### src/rtl/led_share_arbiter.sv
// Round-robin share of eight active-low LEDs among three requesters: one LED
// lit for HOLD_CYCLES cycles per grant, then one blank cycle before the next grant.
module led_share_arbiter #(
  parameter int HOLD_CYCLES = 4,
  parameter int CNT_W       = 8
) (
  input  logic             clk,
  input  logic             rst,
  input  logic [2:0]       req,
  input  logic [2:0]       idx0,
  input  logic [2:0]       idx1,
  input  logic [2:0]       idx2,
  output logic [2:0]       gnt,
  output logic             busy,
  output logic             done,
  output logic [7:0]       led
);

  localparam int NUM_REQ = 3;

  typedef enum logic {IDLE, SHOW} state_t;

  state_t           state;
  logic [1:0]       ptr;
  logic [CNT_W-1:0] cnt;
  logic             win_vld;
  logic [1:0]       win;
  logic [2:0]       win_idx;

  // Scan from the farthest slot back to ptr so the slot nearest ptr wins.
  always_comb begin
    win_vld = 1'b0;
    win     = ptr;
    for (int k = NUM_REQ - 1; k >= 0; k--) begin
      int pos;
      pos = int'(ptr) + k;
      if (pos >= NUM_REQ) pos = pos - NUM_REQ;
      if (req[pos]) begin
        win_vld = 1'b1;
        win     = 2'(pos);
      end
    end
  end

  always_comb begin
    win_idx = idx0;
    case (win)
      2'd1:    win_idx = idx1;
      2'd2:    win_idx = idx2;
      default: win_idx = idx0;
    endcase
  end

  always_ff @(posedge clk) begin
    if (rst) begin
      state <= IDLE;
      cnt   <= '0;
      ptr   <= 2'd0;
      gnt   <= 3'b000;
      busy  <= 1'b0;
      done  <= 1'b0;
      led   <= 8'hff;
    end else begin
      case (state)
        IDLE: begin
          done <= 1'b0;
          if (win_vld) begin
            gnt   <= 3'b001 << win;
            led   <= ~(8'd1 << win_idx);
            cnt   <= CNT_W'(HOLD_CYCLES - 1);
            busy  <= 1'b1;
            state <= SHOW;
          end
        end
        SHOW: begin
          if (cnt != '0) begin
            cnt <= cnt - 1'b1;
          end else begin
            // The held one-hot grant still names the winner; rotate past it.
            ptr   <= gnt[2] ? 2'd0 : (gnt[1] ? 2'd2 : 2'd1);
            gnt   <= 3'b000;
            led   <= 8'hff;
            busy  <= 1'b0;
            done  <= 1'b1;
            state <= IDLE;
          end
        end
        default: state <= IDLE;
      endcase
    end
  end

endmodule

### config.mk
export PLATFORM = sky130hd
export DESIGN_NAME = led_share_arbiter
export DESIGN_NICKNAME = d
export VERILOG_FILES = /design/src/rtl/led_share_arbiter.sv
export SDC_FILE = /design/constraint.sdc
export NUM_CORES = 1
export LEC_CHECK = 0
export ABC_AREA = 0
export CAP_MARGIN = 25
export CORE_ASPECT_RATIO = 0.9
export CORE_MARGIN = 2
export CORE_UTILIZATION = 46
export DETAILED_ROUTE_END_ITERATION = 6
export DONT_BUFFER_PORTS = 1
export REMOVE_ABC_BUFFERS = 1
export SYNTH_ARGS = -nofsm -noshare
export SYNTH_HDL_FRONTEND = slang
export SYNTH_SLANG_ARGS = --single-unit
### constraint.sdc
create_clock -name clk -period 7.5 [get_ports clk]
set_clock_uncertainty 0.05 [all_clocks]
set_input_delay 1.125 -clock clk [delete_from_list [all_inputs] [get_ports clk]]
set_output_delay 1.125 -clock clk [all_outputs]
set_load 0.02 [all_outputs]
==> metrics.cfg, run 1 <==
[synth]
yosysWarnings=0
synth_cell_types=53
yosysTopAreaCell=dfxtp_1
ys.flop_type=dfxtp_1
netlist_area_um2=1520
ys_ff_latch=24
synthArstFlopShare_pct=0
seq_area_frac_synth_pct=31.6
avgSynthCellArea_um2=9.06
synthTopCellsByArea=dfxtp_1 32%, ha_1 5.8%, a2bb2oi_1 4.6%
netlist_instances=168
synth_top_area_share_pct=31.6
synth_edf_count=0

[placement]
placedCellCount=203
place.gp.congestion=0.935
hpwlAfterDp_mm=2.47
io_buffers=0

[route]
dr.pass1.iters=4
wl_per_cell_um=16.1
num_vias=1303
first_iter_violations=96
wl_mm=3.33
drc=0
ant_nets=0
avgViaCountPerCell=6.29

[sta]
hold_viol=0
fmax_mhz=263
post-route-period-util_pct=50.7
slew_headroom_pct=43.0
finalCriticalPeriod_ps=3800
hold_ws_ps=440
worst_pin_slew_ps=853
slew_violations=0
setup_viol=0
rsz0062_at_grt=no
setup_tns_ps=0

[worst_hold_path]
holdPathEnd=ptr[0]
min_path_type=flop to flop
hold_path.startpoint=ptr[0]
hold_path_depth=2

[run_status]
status=finished clean

[layout]
area_growth_pct=5.75
final_common_cell=dfxtp_1
diodes=0
drive_above_1_share_pct=9.09
final_cell_mix=24 x dfxtp_1, 11 x inv_1, 8 x o21ai_0, 8 x a2bb2oi_1
fin_nets=187
layout.cells.non_filler=207

[die]
core_area_um2=3110
fp.dieArea_um2=3790
fp.dieW_um=64.6
start_util_pct=48.9
die_y_um=58.6
ios=27
rows=19

[clock_tree]
cts.sinks=24
cts_setup_buffers=0
cts_buffer_depth=2
cts_inserted_buffers=3
postCtsResizedCells=0
cts_max_level=1
tritoncts=built
clkTransAtPathRegs_ps=90
clk_latency_ps=270
cts_root_buffer=clkbuf_8
ctsHoldBuffers=0

[critical_path]
timing.reg2reg.setup_slack_ps=3700
timing.rr.start=ptr[1]
endpoint_kind=flop
crit_required_ps=7580
path_common_cell=ha_1
cp_cell_sequence=inv_1 > ha_1 > mux2_4 > a222oi_1 > buf_4 > nand2_2 > o22a_1 > ha_1 > a22oi_1 > o21ai_0 > a2111oi_1 > a2bb2oi_1
reg2reg_to=led[4]
critPathBufInv=2
crit_path_start_kind=flop
cp.arrival_ps=3880
r2r_cells=12
critPathTopFamily=compound AO/OA/AOI/OAI gates
crit_slowest_cell=a2111oi_1
cpPeakStageDelay_ps=780
crit_fanout=12
crit_type=flop to flop

[global_routing]
overflow=0
grt_pass1_wl_mm=5.78
grt_pass1_vias=1281
grt_max_degree=18
grt_usage_pct=19.2
antenna_found_initial=0

[pwr]
clockPowerShare_pct=16.5
power_uw=684
swShare_pct=43.3
p_sw_uw=296
leakage_uw=0.000605
combPwrFrac_pct=49.4
internal_power_uw=387
seq_power_share_pct=34.0
ir_worst_vdd_mv=0.194
power_density_nw_per_um2=424

[flow_run]
max_cap_violations=0

==> cells in the mapped netlist, types with 3 or more instances <==
master	instances
ha_1	7
and3_1	3
and2_1	3
clkbuf_1	4
a31oi_1	4
a2bb2oi_1	8
a21oi_1	5
a221o_1	3
nor3_1	6
dfxtp_1	24
o21ai_0	8
mux2i_1	5
o21a_1	5
nor2b_1	3
a32o_1	4
a211oi_1	4
nand3_1	5
nand2_1	7
inv_1	11
nor2_1	7
==> sequential cells by signal (all words and copies together) (netlist names) <==
signal / count
gnt: 3
cnt: 8
state: 1
led: 8
busy: 1
ptr: 2
done: 1
==> worst max path at each step <==
stage | cells past startpoint | to | slack [ps] | startpoint
global route | 11 | led[4] | 3480 | ptr[0]
floorplan | 8 | led[2] | 3180 | req[0]
global placement | 10 | led[4] | 3600 | req[0]
finish | 12 | led[4] | 3700 | ptr[1]
detailed placement | 10 | led[1] | 3520 | req[0]
CTS | 12 | led[4] | 3710 | ptr[1]
==> metal layers <==
layer	part of all wire (%)	vias up	GRT usage [%]
li1	-	643	-
met1	47	625	24.8
met2	46	30	32.7
met3	6.1	5	5.16
met4	0.63	0	3.65
met5	0	-	0
==> tightest hold or removal path, delay by kind of cell, from the launching register on <==
kind	cells	cell delay, ps
compound gates	1	50
simple gates	1	60
flops	1	340
==> power by group through the flow <==
stage                     logic [uW]  registers [uW]  clock network [uW]
after floorplan                  277             222                   0
after global placement           331             234                   0
after detailed placement         337             235                   0
after CTS                        340             233                 116
after global routing             381             239                 121
final                            338             232                 113
==> kinds of logic after synthesis <==
kind of cell / share of synthesized area, %
compound gates: 33.7
fa+ha+maj: 5.75
buf+inv: 5.83
flops: 31.6
mux: 5.26
simple gates: 17.9
==> metrics by stage <==
step	utilization (%)	cell area, um^2	worst slack [ps]
detailed placement	49.4	1540	3520
global placement	49.4	1540	3600
CTS	51.7	1610	3710
global route	51.7	1610	3480
finish	51.7	1610	3700
floorplan	-	1480	3180
==> area by class of cell <==
cell class / count / area (um^2)
fillers: 309 / 1500
repair buffers: 1 / 7.51
clock inverters: 1 / 30.0
well taps: 42 / 52.6
multi-input cells: 124 / 953
clock buffers: 3 / 41.3
inverters: 12 / 45.0
flip-flops and latches: 24 / 480
Power figures use the tool's default switching activity.
==> run 2, diff against run 1 <==
Clock period 7.5 ns to 3.24 ns, I/O delays scaled along.
==> run 2 against run 1 <==
Against the previous run:
- global-route usage rose by 0.31 points
- largest power group unchanged
- sequential power grew 130%
- critical path depth unchanged
- cell count rose by 4.3%
- utilization up 4.1 points
- cell area rose by 8.0%
- non-clock buffer count rose by 9
- sequential cell count is the same
- die area stayed put
- hold slack lost 210 ps
- via count increased by 3.5%
- fmax grew 25%
==> metrics.cfg, run 2 (synthesis gave the netlist of run 1 again) <==
[clock_tree]
cts_max_level=1
ctsHoldBuffers=0
cts_buffer_depth=2
cts_inserted_buffers=3
tritoncts=built
cts_root_buffer=clkbuf_8
cts.sinks=24
clk_latency_ps=260
clkTransAtPathRegs_ps=80

[pwr]
combPwrFrac_pct=54.0
clockPowerShare_pct=14.9
seq_power_share_pct=31.1
p_sw_uw=736
power_density_nw_per_um2=994
internal_power_uw=992
leakage_uw=0.000662
swShare_pct=42.6
ir_worst_vdd_mv=0.641

[layout]
regArea_um2=482
fin_area_um2=1740
fillerInstances=299
fin_nets=196
layout.cells.non_filler=216
area_growth_pct=14.2
final_cell_mix=23 x dfxtp_1, 11 x inv_1, 10 x buf_4
final_common_cell=dfxtp_1
reg_top3=cnt x8, led x8, gnt x3
drive_above_1_share_pct=21.3
diodes=0
multi_input_area_um2=1010

[placement]
place_area_um2=1580
hpwlAfterDp_mm=2.53
io_buffers=0
placedCellCount=209
place.gp.congestion=0.864

[route]
avgViaCountPerCell=6.24
wl_mm=3.50
ant_nets=0
drc=0
dr.pass1.iters=4
wl_per_cell_um=16.2
num_vias=1348
first_iter_violations=114

[sta]
post-route-period-util_pct=94.0
finalCriticalPeriod_ps=3040
setup_tns_ps=0
hold_viol=0
setup_viol=0
slew_headroom_pct=55.3
rsz0062_at_grt=no
slew_violations=0
fmax_mhz=328
worst_pin_slew_ps=666

[die]
fp.dieW_um=64.6
start_util_pct=48.9
ios=27
core_area_um2=3110
die_y_um=58.6
rows=19
fp.dieArea_um2=3790

[critical_path]
cp_cell_sequence=buf_4 > ha_2 > a22o_1 > a222oi_1 > nand2_2 > o22a_1 > ha_4 > a22oi_1 > o21ai_0 > a2111oi_1 > buf_4 > a2bb2oi_1
endpoint_kind=flop
crit_required_ps=3350
crit_fanout=9
crit_slowest_cell=a222oi_1
crit_type=flop to flop
path_common_cell=buf_4
cpPeakStageDelay_ps=410
crit_path_start_kind=flop
cp.arrival_ps=3160

[global_routing]
grt_usage_pct=19.5
grt_max_degree=18
antenna_found_initial=0
grt_pass1_vias=1217
overflow=0
grt_pass1_wl_mm=5.79

[run_status]
status=finished clean

[flow_run]
max_cap_violations=0

[worst_hold_path]
min_path_type=primary input to flop

==> run 2: cell types whose count changed in the layout (fill, tap and decap cells not counted), moves of 2 or more <==
cell and delta:
buf_4 +9, ha_2 +3, ha_1 -4, nor2b_1 -2
o21ai_2 +2, o21ai_0 -2
==> run 2: stage by stage <==
step	hold slack [ps]	utilization, %	total power [uW]	setup WS (ps)
floorplan	406	-	1160	-744
global placement	403	50.9	1340	64.4
detailed placement	407	50.9	1360	10.2
CTS	222	53.2	1620	19.2
global route	208	55.8	1870	11.7
finish	225	55.8	1730	196
==> run 2: final timing paths <==
check,startpoint,end,slack (ps),cells past startpoint
worst max-delay path,ptr[1],led[0],200,12
worst min-delay path,rst,ptr[0],230,1
worst max register to register,ptr[1],led[0],200,12
worst min register to register,ptr[1],ptr[1],420,2
==> run 2: critical path: cells and delay by family (launching register included) <==
kind	cells	cell delay (ps)
and+or+nand+nor	1	130
DFF	1	360
AOI/OAI and AO/OA	7	1560
adders and majority gates	2	500
buffers and inverters	2	350
==> run 2: what timing repair did <==
action                     4_1_cts  5_1_grt
setup buffers                    0        3
gates resized for setup          1       15
gates cloned                     0        0
setup endpoints to repair        1        8
pin swaps                        0        4
==> run 2: layer usage <==
| layer | part of all wire (%) | vias to the layer above | track usage [%] |
|---|---|---|---|
| met4 | 1.1 | 0 | 3.65 |
| met2 | 48 | 27 | 29.8 |
| li1 | - | 663 | - |
| met3 | 4.4 | 8 | 4.97 |
| met5 | 0 | - | 0 |
| met1 | 46 | 650 | 28.2 |
==> run 2: power groups by stage <==
stage	logic, uW	registers [uW]	clock network [uW]
floorplan	642	514	0
global placement	797	541	0
detailed placement	816	540	0
CTS	822	536	265
global route	1040	553	279
finish	934	537	258
==> run 2: layout make-up <==
| class | instances | share of cell area [%] |
|---|---|---|
| Multi-Input combinational cell | 124 | 58.3 |
| Sequential cell | 24 | 27.7 |
| Tap cell | 42 | 3.02 |
| Clock buffer | 3 | 2.37 |
| Inverter | 12 | 2.59 |
| Clock inverter | 1 | 1.73 |
| Timing Repair Buffer | 10 | 4.32 |
==> run 3, diff against run 2 <==
Settings changed: CTS_BUF_LIST set to sky130_fd_sc_hd__clkbuf_4 sky130_fd_sc_hd__clkbuf_8, PLACE_DENSITY set to 0.71.
==> run 3 against run 2 <==
Against the previous run:
- cell count shrank 0.93%
- worst setup slack lost 40 ps
- clock power grew 5%
- die area is the same
- critical path depth is the same
- routed wire length grew 9.5%
- sequential share of layout area grew 0.33 points
- global-route usage grew 1.1 points
- highest routed layer unchanged
==> metrics.cfg, run 3 (synthesis gave the netlist of run 1 again) <==
[clock_tree]
clk_latency_ps=280
cts_inserted_buffers=3
cts.sinks=24
clkTransAtPathRegs_ps=90
tritoncts=built
cts_buffer_depth=2
cts_max_level=1
cts_root_buffer=clkbuf_8
ctsHoldBuffers=0

[pwr]
power_density_nw_per_um2=1010
ir_worst_vdd_mv=0.643
leakage_uw=0.000649

[die]
start_util_pct=48.9
fp.dieW_um=64.6
core_area_um2=3110
die_y_um=58.6
fp.dieArea_um2=3790
ios=27
rows=19

[layout]
reg_top3=cnt x8, led x8, gnt x3
area_growth_pct=13.1
multi_input_area_um2=1010
diodes=0
fin_nets=194
final_common_cell=dfxtp_1
regArea_um2=483
drive_above_1_share_pct=19.8
fillerInstances=276
final_cell_mix=22 x dfxtp_1, 11 x inv_1, 8 x a2bb2oi_1, 8 x buf_4

[sta]
setup_tns_ps=0
setup_viol=0
final.setup.worst_slack_ps=156
fmax_mhz=324
worst_pin_slew_ps=682
hold_viol=0
rsz0062_at_grt=no
post-route-period-util_pct=95.2
finalCriticalPeriod_ps=3080
slew_headroom_pct=54.2
slew_violations=0

[critical_path]
crit_slowest_cell=dfxtp_2
crit_path_start_kind=flop
crit_required_ps=3350
cp.arrival_ps=3200
startpoint=ptr[0]
endpoint_kind=flop
timing.rr.start=ptr[0]
reg2reg_to=led[3]
crit_type=flop to flop
cp-endpoint=led[3]
path_common_cell=buf_4
cp_cell_sequence=ha_2 > mux2_4 > a222oi_1 > buf_4 > nand2_2 > o22a_1 > ha_4 > buf_4 > a221o_1 > o21ai_1 > nor2b_2 > a2bb2oi_1
crit_fanout=7
cpPeakStageDelay_ps=380
r2r_cells=12
timing.reg2reg.setup_slack_ps=160

[route]
drc=0
wl_per_cell_um=17.9
ant_nets=0
avgViaCountPerCell=6.32
first_iter_violations=77
wl_mm=3.83
dr.pass1.iters=4
num_vias=1353

[flow_run]
max_cap_violations=0

[global_routing]
antenna_found_initial=0
grt_pass1_vias=1332
grt_pass1_wl_mm=6.17
grt_usage_pct=20.6
grt_max_degree=18
overflow=0

[placement]
hpwlAfterDp_mm=2.76
place.gp.congestion=0.827
io_buffers=0
pre_cts_ws_ps=-48.3

[worst_hold_path]
min_path_type=primary input to flop
hold_path_depth=1

[run_status]
status=finished clean

[run 3: cell count changes in the layout (fill, tap and decap cells not counted), sizes merged]
cell / delta
buf: -2
[run 3: repair_timing]
| item | in CTS | in global routing |
|---|---|---|
| gates resized for setup | 2 | 14 |
| setup buffers | 1 | 0 |
| pin swaps | 1 | 2 |
| setup endpoints to repair | 8 | 8 |
[run 3: per-stage QoR]
step,util [%],std cells,total power (uW),hold slack [ps],area (um^2)
floorplan,-,160,1160,406,1480
global placement,50.9,209,1330,405,1580
detailed placement,50.9,209,1370,407,1580
CTS,53.6,214,1660,208,1670
global route,55.3,214,1840,209,1720
finish,55.3,214,1740,215,1720
[run 3: metal layers]
layer | wire length [um] | track usage (%) | vias up
met5 | 0 | 0 | -
met3 | 256 | 3.63 | 3
met2 | 1790 | 34.8 | 55
met1 | 1760 | 26.7 | 636
met4 | 21 | 7.60 | 0
li1 | - | - | 659
[run 3: power breakdown]
| part | switching (uW) | leakage [uW] | total (uW) | internal, uW |
|---|---|---|---|---|
| sequential | 163 | 0.000197 | 544 | 381 |
| clock | 105 | 0.0000357 | 270 | 165 |
| combinational | 494 | 0.000416 | 927 | 432 |
| total | 762 | 0.000649 | 1740 | 979 |
[run 3: worst min-delay path by stage]
stage           start      to
4_1_cts           rst  cnt[3]
2_1_floorplan  ptr[0]  ptr[0]
5_1_grt           rst  ptr[0]
3_3_place_gp   ptr[1]  ptr[1]
6_report          rst  cnt[3]
3_5_place_dp   ptr[1]  ptr[1]
[run 3: layout make-up]
class	count	share of cell area, %
clock inverter	1	1.74
inverter	12	2.61
sequential	24	28.0
tap	42	3.05
multi-input combinational	124	58.7
clock buffer	3	2.40
timing repair buffer	8	3.49
[run 3: critical path, delay by kind of cell, from the launching register on]
family	cells	cell delay (ps)
flops	1	380
compound gates	5	1130
buf+inv	2	310
simple gates	2	320
fa+ha+maj	2	460
mux	1	320
